<file path="config.mk">
export PLATFORM = sky130hd
export DESIGN_NAME = trace_monitor
export DESIGN_NICKNAME = d
export VERILOG_FILES = /design/src/rtl/trace_pkg.sv /design/src/rtl/sync_fifo.sv /design/src/rtl/trace_monitor.sv
export SDC_FILE = /design/constraint.sdc
export NUM_CORES = 1
export LEC_CHECK = 0
export CORE_UTILIZATION = 55
export CTS_CLUSTER_SIZE = 10
export DETAILED_ROUTE_END_ITERATION = 8
export PLACE_DENSITY = 0.8
export SYNTH_ARGS = -nofsm -noshare
export SYNTH_HDL_FRONTEND = slang
export SYNTH_SLANG_ARGS = --single-unit
</file>
<file path="constraint.sdc">
create_clock -name clk -period 14.17 [get_ports clk]
set_clock_uncertainty 0.1 [all_clocks]
set_input_delay 4.251 -clock clk [delete_from_list [all_inputs] [get_ports clk]]
set_output_delay 4.251 -clock clk [all_outputs]
set_load 0.03 [all_outputs]
</file>
<file path="src/rtl/trace_pkg.sv">
// Shared definitions for the execution trace monitor.
// Holds the monitor state encoding, the bit positions of the record kind
// flags, and helpers that give the offset/width of each record field:
//   record = {kind, pc, write_reg, write_data, mem_addr, mem_data}
//   (mem_data occupies the least significant bits)
package trace_pkg;

  typedef enum logic [1:0] {
    IDLE    = 2'd0,
    RUN     = 2'd1,
    HALTED  = 2'd2,
    TIMEOUT = 2'd3
  } state_t;

  localparam int unsigned KIND_REG_WRITE = 0;
  localparam int unsigned KIND_MEM_READ  = 1;
  localparam int unsigned KIND_MEM_WRITE = 2;
  localparam int unsigned KIND_HALT      = 3;
  localparam int unsigned KIND_W         = 4;

  function automatic int unsigned memDataLsb(input int unsigned dataW);
    memDataLsb = 0;
  endfunction

  function automatic int unsigned memAddrLsb(input int unsigned dataW);
    memAddrLsb = dataW;
  endfunction

  function automatic int unsigned writeDataLsb(input int unsigned dataW);
    writeDataLsb = 2 * dataW;
  endfunction

  function automatic int unsigned writeRegLsb(input int unsigned dataW);
    writeRegLsb = 3 * dataW;
  endfunction

  function automatic int unsigned pcLsb(input int unsigned dataW, input int unsigned regW);
    pcLsb = 3 * dataW + regW;
  endfunction

  function automatic int unsigned kindLsb(input int unsigned dataW, input int unsigned regW);
    kindLsb = 4 * dataW + regW;
  endfunction

  function automatic int unsigned recWidth(input int unsigned dataW, input int unsigned regW);
    recWidth = KIND_W + 4 * dataW + regW;
  endfunction

endpackage

</file>
<file path="src/rtl/sync_fifo.sv">
// Synchronous first-word fall-through FIFO.
// Ports:
//   clk, rst   clock and synchronous active-high reset (empties the FIFO)
//   push, din  write request and data; ignored when full unless a pop
//              happens in the same cycle
//   pop        read request; ignored when empty
//   dout       head entry, valid whenever empty=0
//   full/empty occupancy flags
module sync_fifo #(
  parameter int unsigned WIDTH = 8,
  parameter int unsigned DEPTH = 16
) (
  input  logic             clk,
  input  logic             rst,
  input  logic             push,
  input  logic             pop,
  input  logic [WIDTH-1:0] din,
  output logic [WIDTH-1:0] dout,
  output logic             full,
  output logic             empty
);

  localparam int unsigned AW = (DEPTH > 1) ? $clog2(DEPTH) : 1;

  logic [WIDTH-1:0] mem [DEPTH];
  logic [AW-1:0]    wrPtr;
  logic [AW-1:0]    rdPtr;
  logic [AW:0]      count;
  logic             doPush;
  logic             doPop;

  assign empty  = (count == '0);
  assign full   = (count == (AW+1)'(DEPTH));
  assign doPop  = pop && !empty;
  // A full FIFO can still accept a write when the head leaves this cycle.
  assign doPush = push && (!full || doPop);
  assign dout   = mem[rdPtr];

  always_ff @(posedge clk) begin
    if (doPush) begin
      mem[wrPtr] <= din;
    end
  end

  always_ff @(posedge clk) begin
    if (rst) begin
      wrPtr <= '0;
      rdPtr <= '0;
      count <= '0;
    end else begin
      if (doPush) begin
        wrPtr <= wrPtr + 1'b1;
      end
      if (doPop) begin
        rdPtr <= rdPtr + 1'b1;
      end
      case ({doPush, doPop})
        2'b10:   count <= count + 1'b1;
        2'b01:   count <= count - 1'b1;
        default: count <= count;
      endcase
    end
  end

endmodule

</file>
<file path="src/rtl/trace_monitor.sv">
// Execution trace monitor.
// Watches the retire/writeback/memory signals of a core while running and
// packs every event cycle into one record pushed to a FWFT record FIFO.
// Ports:
//   clk, rst                 clock, synchronous active-high reset
//   en                       start capture (IDLE -> RUN)
//   pc, reg_write, write_reg, write_data,
//   mem_read, mem_write, mem_addr, mem_wdata, mem_rdata, halt
//                            observed core activity
//   rec_valid/rec_ready/rec_data  record stream out (valid/ready)
//   cycle_count              cycles spent in RUN
//   inst_count               retired instructions (halt|reg_write|mem_write)
//   drop_count, overflow     records lost to a full FIFO, sticky loss flag
//   done, timeout            terminal state indicators
module trace_monitor
  import trace_pkg::*;
#(
  parameter int unsigned DATA_W     = 16,
  parameter int unsigned REG_W      = 4,
  parameter int unsigned DEPTH      = 16,
  parameter int unsigned MAX_CYCLES = 100000,
  parameter int unsigned CNT_W      = 32
) (
  input  logic                                clk,
  input  logic                                rst,
  input  logic                                en,
  input  logic [DATA_W-1:0]                   pc,
  input  logic                                reg_write,
  input  logic [REG_W-1:0]                    write_reg,
  input  logic [DATA_W-1:0]                   write_data,
  input  logic                                mem_read,
  input  logic                                mem_write,
  input  logic [DATA_W-1:0]                   mem_addr,
  input  logic [DATA_W-1:0]                   mem_wdata,
  input  logic [DATA_W-1:0]                   mem_rdata,
  input  logic                                halt,
  output logic                                rec_valid,
  input  logic                                rec_ready,
  output logic [4+3*DATA_W+DATA_W+REG_W-1:0]  rec_data,
  output logic [CNT_W-1:0]                    cycle_count,
  output logic [CNT_W-1:0]                    inst_count,
  output logic [CNT_W-1:0]                    drop_count,
  output logic                                overflow,
  output logic                                done,
  output logic                                timeout
);

  localparam int unsigned REC_W       = recWidth(DATA_W, REG_W);
  localparam int unsigned MDATA_LSB   = memDataLsb(DATA_W);
  localparam int unsigned MADDR_LSB   = memAddrLsb(DATA_W);
  localparam int unsigned WDATA_LSB   = writeDataLsb(DATA_W);
  localparam int unsigned WREG_LSB    = writeRegLsb(DATA_W);
  localparam int unsigned PC_LSB      = pcLsb(DATA_W, REG_W);
  localparam int unsigned KIND_LSB    = kindLsb(DATA_W, REG_W);
  localparam logic [CNT_W-1:0] LAST_CYCLE = CNT_W'(MAX_CYCLES - 1);

  state_t            state;
  state_t            stateNext;
  logic [KIND_W-1:0] kind;
  logic [REC_W-1:0]  recIn;
  logic              inRun;
  logic              isEvent;
  logic              retires;
  logic              fifoFull;
  logic              fifoEmpty;
  logic              doPop;
  logic              doPush;
  logic              doDrop;

  function automatic logic [CNT_W-1:0] satInc(input logic [CNT_W-1:0] v);
    satInc = (v == '1) ? v : v + 1'b1;
  endfunction

  assign inRun   = (state == RUN);
  assign done    = (state == HALTED);
  assign timeout = (state == TIMEOUT);

  always_comb begin
    kind                 = '0;
    kind[KIND_REG_WRITE] = reg_write;
    kind[KIND_MEM_READ]  = mem_read;
    kind[KIND_MEM_WRITE] = mem_write;
    kind[KIND_HALT]      = halt;
  end

  assign isEvent = inRun && (kind != '0);
  assign retires = inRun && (halt || reg_write || mem_write);

  // Record packing: fields belonging to event types absent from kind are zero.
  always_comb begin
    recIn                          = '0;
    recIn[KIND_LSB +: KIND_W]      = kind;
    recIn[PC_LSB +: DATA_W]        = pc;
    if (reg_write) begin
      recIn[WREG_LSB +: REG_W]     = write_reg;
      recIn[WDATA_LSB +: DATA_W]   = write_data;
    end
    if (mem_read || mem_write) begin
      recIn[MADDR_LSB +: DATA_W]   = mem_addr;
    end
    if (mem_write) begin
      recIn[MDATA_LSB +: DATA_W]   = mem_wdata;
    end else if (mem_read) begin
      recIn[MDATA_LSB +: DATA_W]   = mem_rdata;
    end
  end

  assign rec_valid = !fifoEmpty;
  assign doPop     = rec_valid && rec_ready;
  assign doPush    = isEvent && (!fifoFull || doPop);
  assign doDrop    = isEvent && fifoFull && !doPop;

  sync_fifo #(
    .WIDTH (REC_W),
    .DEPTH (DEPTH)
  ) u_fifo (
    .clk   (clk),
    .rst   (rst),
    .push  (doPush),
    .pop   (doPop),
    .din   (recIn),
    .dout  (rec_data),
    .full  (fifoFull),
    .empty (fifoEmpty)
  );

  always_ff @(posedge clk) begin
    if (rst) begin
      state <= IDLE;
    end else begin
      state <= stateNext;
    end
  end

  always_comb begin
    stateNext = state;
    unique case (state)
      IDLE: begin
        if (en) begin
          stateNext = RUN;
        end
      end
      RUN: begin
        // A halt on the final allowed cycle wins over the timeout.
        if (halt) begin
          stateNext = HALTED;
        end else if (cycle_count == LAST_CYCLE) begin
          stateNext = TIMEOUT;
        end
      end
      default: stateNext = state;
    endcase
  end

  always_ff @(posedge clk) begin
    if (rst) begin
      cycle_count <= '0;
      inst_count  <= '0;
      drop_count  <= '0;
      overflow    <= 1'b0;
    end else begin
      if (inRun) begin
        cycle_count <= satInc(cycle_count);
      end
      if (retires) begin
        inst_count <= satInc(inst_count);
      end
      if (doDrop) begin
        drop_count <= satInc(drop_count);
        overflow   <= 1'b1;
      end
    end
  end

endmodule

</file>
==> impl_metrics.yaml, run 1 <==
run_status:
  outcome: "complete, but fails checks"
  violations: "design-rule violations"
cts:
  root_buffer: "clkbuf_16"
  clock_latency_ns: 0.74
  cts_setup_buffers: 0
  numCtsBuffers: 146
  cts_sinks: 1268
  clk_pin_slew_ns: 0.05
  htreeDepth: 4
  ctsHoldBuffers: 0
  ctsLongestPathBuffers: 3
  cts_resized: 0
  cts_tree: "built"
drt:
  post-route-drc-count: 18
  vias: 26330
  wl_mm: 124.0
  avgRoutedWirePerCell_um: 31.73
  top_layer_used: "met5"
  dr_wl_met2_mm: 62.69
  met1_length_mm: 46.67
  wl_met3_mm: 11.84
  viasPerCell: 6.739
  first_pass_iters: 7
  ant_nets: 0
  drt_iter0_drc: 3074
finish:
  diodes: 0
  mostFrequentLayoutCells: "edfxtp_1 (1152), mux4_2 (360), clkdlybuf4s50_1 (261), clkbuf_16 (148), dfxtp_1 (112)"
  layout.nets: 2808
  area_growth_pct: 16.53
  drive_gt1_frac: 0.2181
  regArea_um2: 36930
  nFillCells: 5455
  multi_input_area_um2: 11950
  final_common_cell: "edfxtp_1"
worst_setup_path:
  crit_fanout: 127
  r2r_slack_ns: 10.13
  start_kind: "flop"
  endpoint_kind: "output pin"
  cp.required_ns: 9.82
  max_stage_delay_ns: 0.82
  crit_top_cell: "mux4_2"
  slowest_stage: "buf_4"
  cp_data_arrival_time_ns: 5.07
  critPathTopFamily: "buffers and inverters"
  path_class: "reg -> out"
  path_cells: "buf_4 -> buf_12 -> mux4_2 -> mux4_2 -> clkdlybuf4s50_1"
  path_buf_inv: 3
sta:
  relSlewSlack: 0.1745
  fmax_mhz: 106.2
  final_max_slew_viol_count: 0
  hold_ws_ns: 0.4020
  setup_viol: 0
  min_period_ns: 9.418
  tightest_slew_ns: 1.238
  rsz0062_at_grt: "false"
  fin_tns_setup_ns: 0
  final_hold_viol_count: 0
  post-route-period-util: 0.6647
grt:
  grt_pass1_wl_mm: 181.8
  antenna_found_initial: 1
  grt_usage: 0.2786
  grt_pass1_vias: 27130
  grt_max_degree: 128
  gr-total-overflow: 0
power_and_ir_drop:
  p_leak_uw: 0.01738
  ir_drop_mv: 0.09715
  power.density_nw_per_um2: 149.0
synth:
  synthArstFlopShare: 0
  syn_area_um2: 49280
  synth_edf_count: 1152
  syn_nets: 2477
  yosysWarnings: 0
  syn_inst: 2373
  yosys_register_bits: 1268
  ys_seq_area_frac: 0.7491
  synth_ff_type: "edfxtp_1"
  syn_avg_cell_area_um2: 20.77
  synth.distinct_cells: 55
place:
  gp_congestion: 0.8445
  dp_hpwl_mm: 60.40
  portBuffers: 263
flow_run:
  cap_violations: 0
floorplanning:
  io_pins: 264
  start_util: 0.5568
  core-area_um2: 88510
  rows: 109
  chipHeight_um: 301.3
  die_w_um: 301.3
  dieArea_um2: 90800
worst_hold_path:
  hold_path.class: "reg -> reg"
-- cells in the mapped netlist, types with 4 or more instances --
master	instances	area, um2
xor2_1	10	87.58
or4_1	17	127.6
buf_2	6	30.03
a22o_1	16	140.1
o21ai_0	21	105.1
o31ai_1	18	135.1
nor3_1	8	40.04
ha_1	12	150.1
buf_1	28	105.1
and2_1	25	156.4
nand2_1	46	172.7
edfxtp_1	1152	34590
mux2i_1	4	40.04
or3_1	47	294.0
and3_1	8	50.05
inv_1	18	67.56
a21oi_1	71	355.3
mux2_1	7	78.83
nor2b_1	25	156.4
nand3_1	33	165.2
a21o_1	5	37.54
and4_1	12	105.1
o21ai_1	24	120.1
clkbuf_1	85	319.1
nor2_1	75	281.5
nand4_1	35	219.0
a211oi_1	11	82.58
mux4_2	360	8108
dfxtp_1	116	2322
nand2b_1	9	56.30
xnor2_1	24	210.2
nor4_1	17	106.4
-- state kept, by name (all words and copies together), names as in the netlist, named ones only --
name / cells
state: 2
u_fifo.wrPtr: 4
cycle_count: 32
u_fifo.rdPtr: 4
drop_count: 32
u_fifo.mem: 1152
u_fifo.count: 5
inst_count: 32
overflow: 1
-- layout make-up --
class,count,share of cell area
Timing Repair Buffer,304,0.05275
Clock buffer,171,0.06634
Tap cell,1165,0.02538
Sequential cell,1268,0.6431
Inverter,18,0.001177
Clock inverter,15,0.003159
Multi-Input combinational cell,966,0.2081
-- path summary, 6_finish.rpt --
check / start / endpoint / cells past startpoint
min reg2reg: inst_count[31]$_SDFFE_PP0P_ / inst_count[31]$_SDFFE_PP0P_ / 2
min: inst_count[31]$_SDFFE_PP0P_ / inst_count[31]$_SDFFE_PP0P_ / 2
max reg2reg: state[1]$_SDFFE_PP0P_ / u_fifo.mem[11][21]$_DFFE_PP_ / 6
max: flop / rec_data[2] / 5
-- per-stage QoR --
stage          std cells  setup WS, ns  utilization  total power [uW]  area (um2)
2_1_floorplan       2373         2.840            -              4979       49280
3_3_place_gp        3717         5.488       0.6024              5291       53320
6_report            3907         4.752       0.6488              8557       57430
4_1_cts             3907         4.591       0.6488              8609       57430
5_1_grt             3907         4.340       0.6488              8799       57430
3_5_place_dp        3721         5.358       0.6037              5320       53440
-- worst register-to-register path: stages, from the launching register on --
cell      delay (ns)
dfxtp_1         0.36
nand2b_1        0.38
a221oi_1        0.32
buf_4           0.21
nand2_1         0.27
nor2_4          0.97
buf_4           0.93
-- routing by layer --
metal  GRT usage  up-vias
li1            -    10550
met1      0.3787    13820
met2      0.4588     1736
met3     0.05936      225
met4     0.07892        2
met5           0        -
-- power by group --
| part | switching [uW] | internal [uW] |
|---|---|---|
| clock network | 1400 | 1900 |
| registers | 38.0 | 4130 |
| logic | 572 | 518 |
-- cell families (layout without fill, tap and decap cells) --
logic type	count (synthesis)	count (layout)	share of synthesized area
AOI/OAI and AO/OA	181	181	0.02277
xor gates and xnor gates	34	34	0.006042
adders and majority gates	12	12	0.003047
buffers and inverters	139	508	0.01097
DFF	1268	1268	0.7491
muxes	371	371	0.1669
and+or+nand+nor	368	368	0.04116
(Power assumes the default switching activity.)
==> run 2: changes to the inputs <==
CORE_UTILIZATION = 54   (was 55)
PLACE_DENSITY = 0.82   (was 0.8)
clock period = 8.18 ns   (was 14.17 ns; I/O delays follow)
==> impl_metrics.yaml, run 2 (synthesis gave the netlist of run 1 again) <==
worst_setup_path:
  slowest_stage: "dfxtp_4"
  cp.required_ns: 5.63
  rr_startpoint: "state[1]$_SDFFE_PP0P_"
  max_stage_delay_ns: 0.93
  crit_fanout: 39
  crit_top_cell: "mux4_2"
  path_class: "reg -> out"
  path_buf_inv: 2
  timing.rr.end: "u_fifo.mem[11][41]$_DFFE_PP_"
  start_kind: "flop"
  cp_data_arrival_time_ns: 4.00
  path_cells: "buf_4 -> mux4_2 -> mux4_2 -> clkdlybuf4s50_1"
  endpoint_kind: "output pin"
  ff2ff_path_depth: 5
  r2r_slack_ns: 4.03
  critPathTopFamily: "buffers and inverters"
drt:
  drt_iter0_drc: 2837
  post-route-drc-count: 0
  vias: 25760
  viasPerCell: 6.559
  wl_mm: 121.5
  first_pass_iters: 5
  ant_nets: 0
  avgRoutedWirePerCell_um: 30.94
cts:
  cts_setup_buffers: 0
  clk_pin_slew_ns: 0.06
  root_buffer: "clkbuf_16"
  htreeDepth: 4
  numCtsBuffers: 147
  cts_sinks: 1268
  clock_latency_ns: 0.75
  ctsHoldBuffers: 0
  ctsLongestPathBuffers: 3
  cts_resized: 0
  cts_tree: "built"
floorplanning:
  core-area_um2: 90150
  die_w_um: 304.1
  chipHeight_um: 304.1
  io_pins: 264
  rows: 110
  start_util: 0.5467
  dieArea_um2: 92470
worst_hold_path:
  hold_depth: 2
  hold_start: "inst_count[27]$_SDFFE_PP0P_"
  worst_hold_path.endpoint: "inst_count[27]$_SDFFE_PP0P_"
  hold_path.class: "reg -> reg"
sta:
  fin_tns_setup_ns: 0
  min_period_ns: 6.552
  final_hold_viol_count: 0
  rsz0062_at_grt: "false"
  fmax_mhz: 152.6
  final_max_slew_viol_count: 0
  tightest_slew_ns: 1.250
  setup_viol: 0
  relSlewSlack: 0.1664
  post-route-period-util: 0.8010
power_and_ir_drop:
  p_leak_uw: 0.01747
  p_total_uw: 14930
  power.density_nw_per_um2: 258.2
  ir_drop_mv: 0.2109
place:
  gp_congestion: 0.8857
  dp_hpwl_mm: 61.82
  dpl.cell_count: 3734
  portBuffers: 263
  place_area_um2: 53700
finish:
  largest_register_ffs: 1152
  layout.cells.non_filler: 3927
  drive_gt1_frac: 0.2188
  final_common_cell: "edfxtp_1"
  fin_area_um2: 57830
  area_growth_pct: 17.34
  diodes: 0
  layout.nets: 2811
  mostFrequentLayoutCells: "edfxtp_1 (1152), mux4_2 (360), clkdlybuf4s50_1 (262), clkbuf_16 (150), dfxtp_1 (112)"
  top_register: "u_fifo.mem"
  utilization: 0.6415
grt:
  grt_pass1_vias: 26930
  grt_usage: 0.2661
  grt_max_degree: 145
  antenna_found_initial: 3
  grt_pass1_wl_mm: 178.6
  gr-total-overflow: 0
flow_run:
  cap_violations: 0
run_status:
  outcome: "finished clean"
[run 2: cell types whose count changed in the layout (fill, tap and decap cells not counted), sizes merged]
cell / previous run / this run
clkdlybuf4s50: 261 / 262
bufinv: 1 / 0
clkinv: 7 / 11
buf: 43 / 44
clkbuf: 171 / 177
inv: 25 / 23
[run 2: layer usage]
metal	vias up	routed length, um	track usage
met5	-	41	0
met4	6	3311	0.08594
met3	218	10390	0.05927
met2	1512	63080	0.4553
met1	13460	44650	0.3397
li1	10560	-	-
[run 2: power by group]
group / internal (uW) / leakage [uW] / switching, uW
Sequential: 7150 / 0.0114 / 76.2
Combinational: 912 / 0.00407 / 990
Clock: 3330 / 0.00201 / 2470
[run 2: layout make-up]
cell class / count / area [um2]
multi-input combinational: 966 / 11980
tap: 1176 / 1471
clock inverter: 16 / 242.7
clock buffer: 177 / 3885
inverter: 18 / 67.56
fill: 5586 / 32320
timing repair buffer: 306 / 3253
sequential: 1268 / 36930
[run 2: per-stage QoR]
| stage | worst slack [ns] | hold WS, ns |
|---|---|---|
| 6_report | 1.628 | 0.4066 |
| 5_1_grt | 1.412 | 0.4209 |
| 4_1_cts | 1.478 | 0.4020 |
| 3_5_place_dp | 1.163 | 0.3885 |
| 3_3_place_gp | 1.374 | 0.3731 |
| 2_1_floorplan | 0.5793 | 0.3847 |
[run 2: how the worst max path moves through the flow]
stage / slack, ns / start / to / cells past startpoint
final: 1.63 / flop / rec_data[51] / 4
after global placement: 1.37 / mem_read / u_fifo.mem[11][39]$_DFFE_PP_ / 7
after CTS: 1.48 / flop / rec_data[51] / 4
after floorplan: 0.58 / mem_write / u_fifo.mem[7][0]$_DFFE_PP_ / 5
after global routing: 1.41 / flop / rec_data[51] / 4
after detailed placement: 1.16 / mem_read / u_fifo.mem[11][34]$_DFFE_PP_ / 7
[run 2: tightest hold or removal path, cell delays in order, from the launching register on]
cell and delay [ns]:
dfxtp_1 0.33, o31ai_1 0.07, a21oi_1 0.06
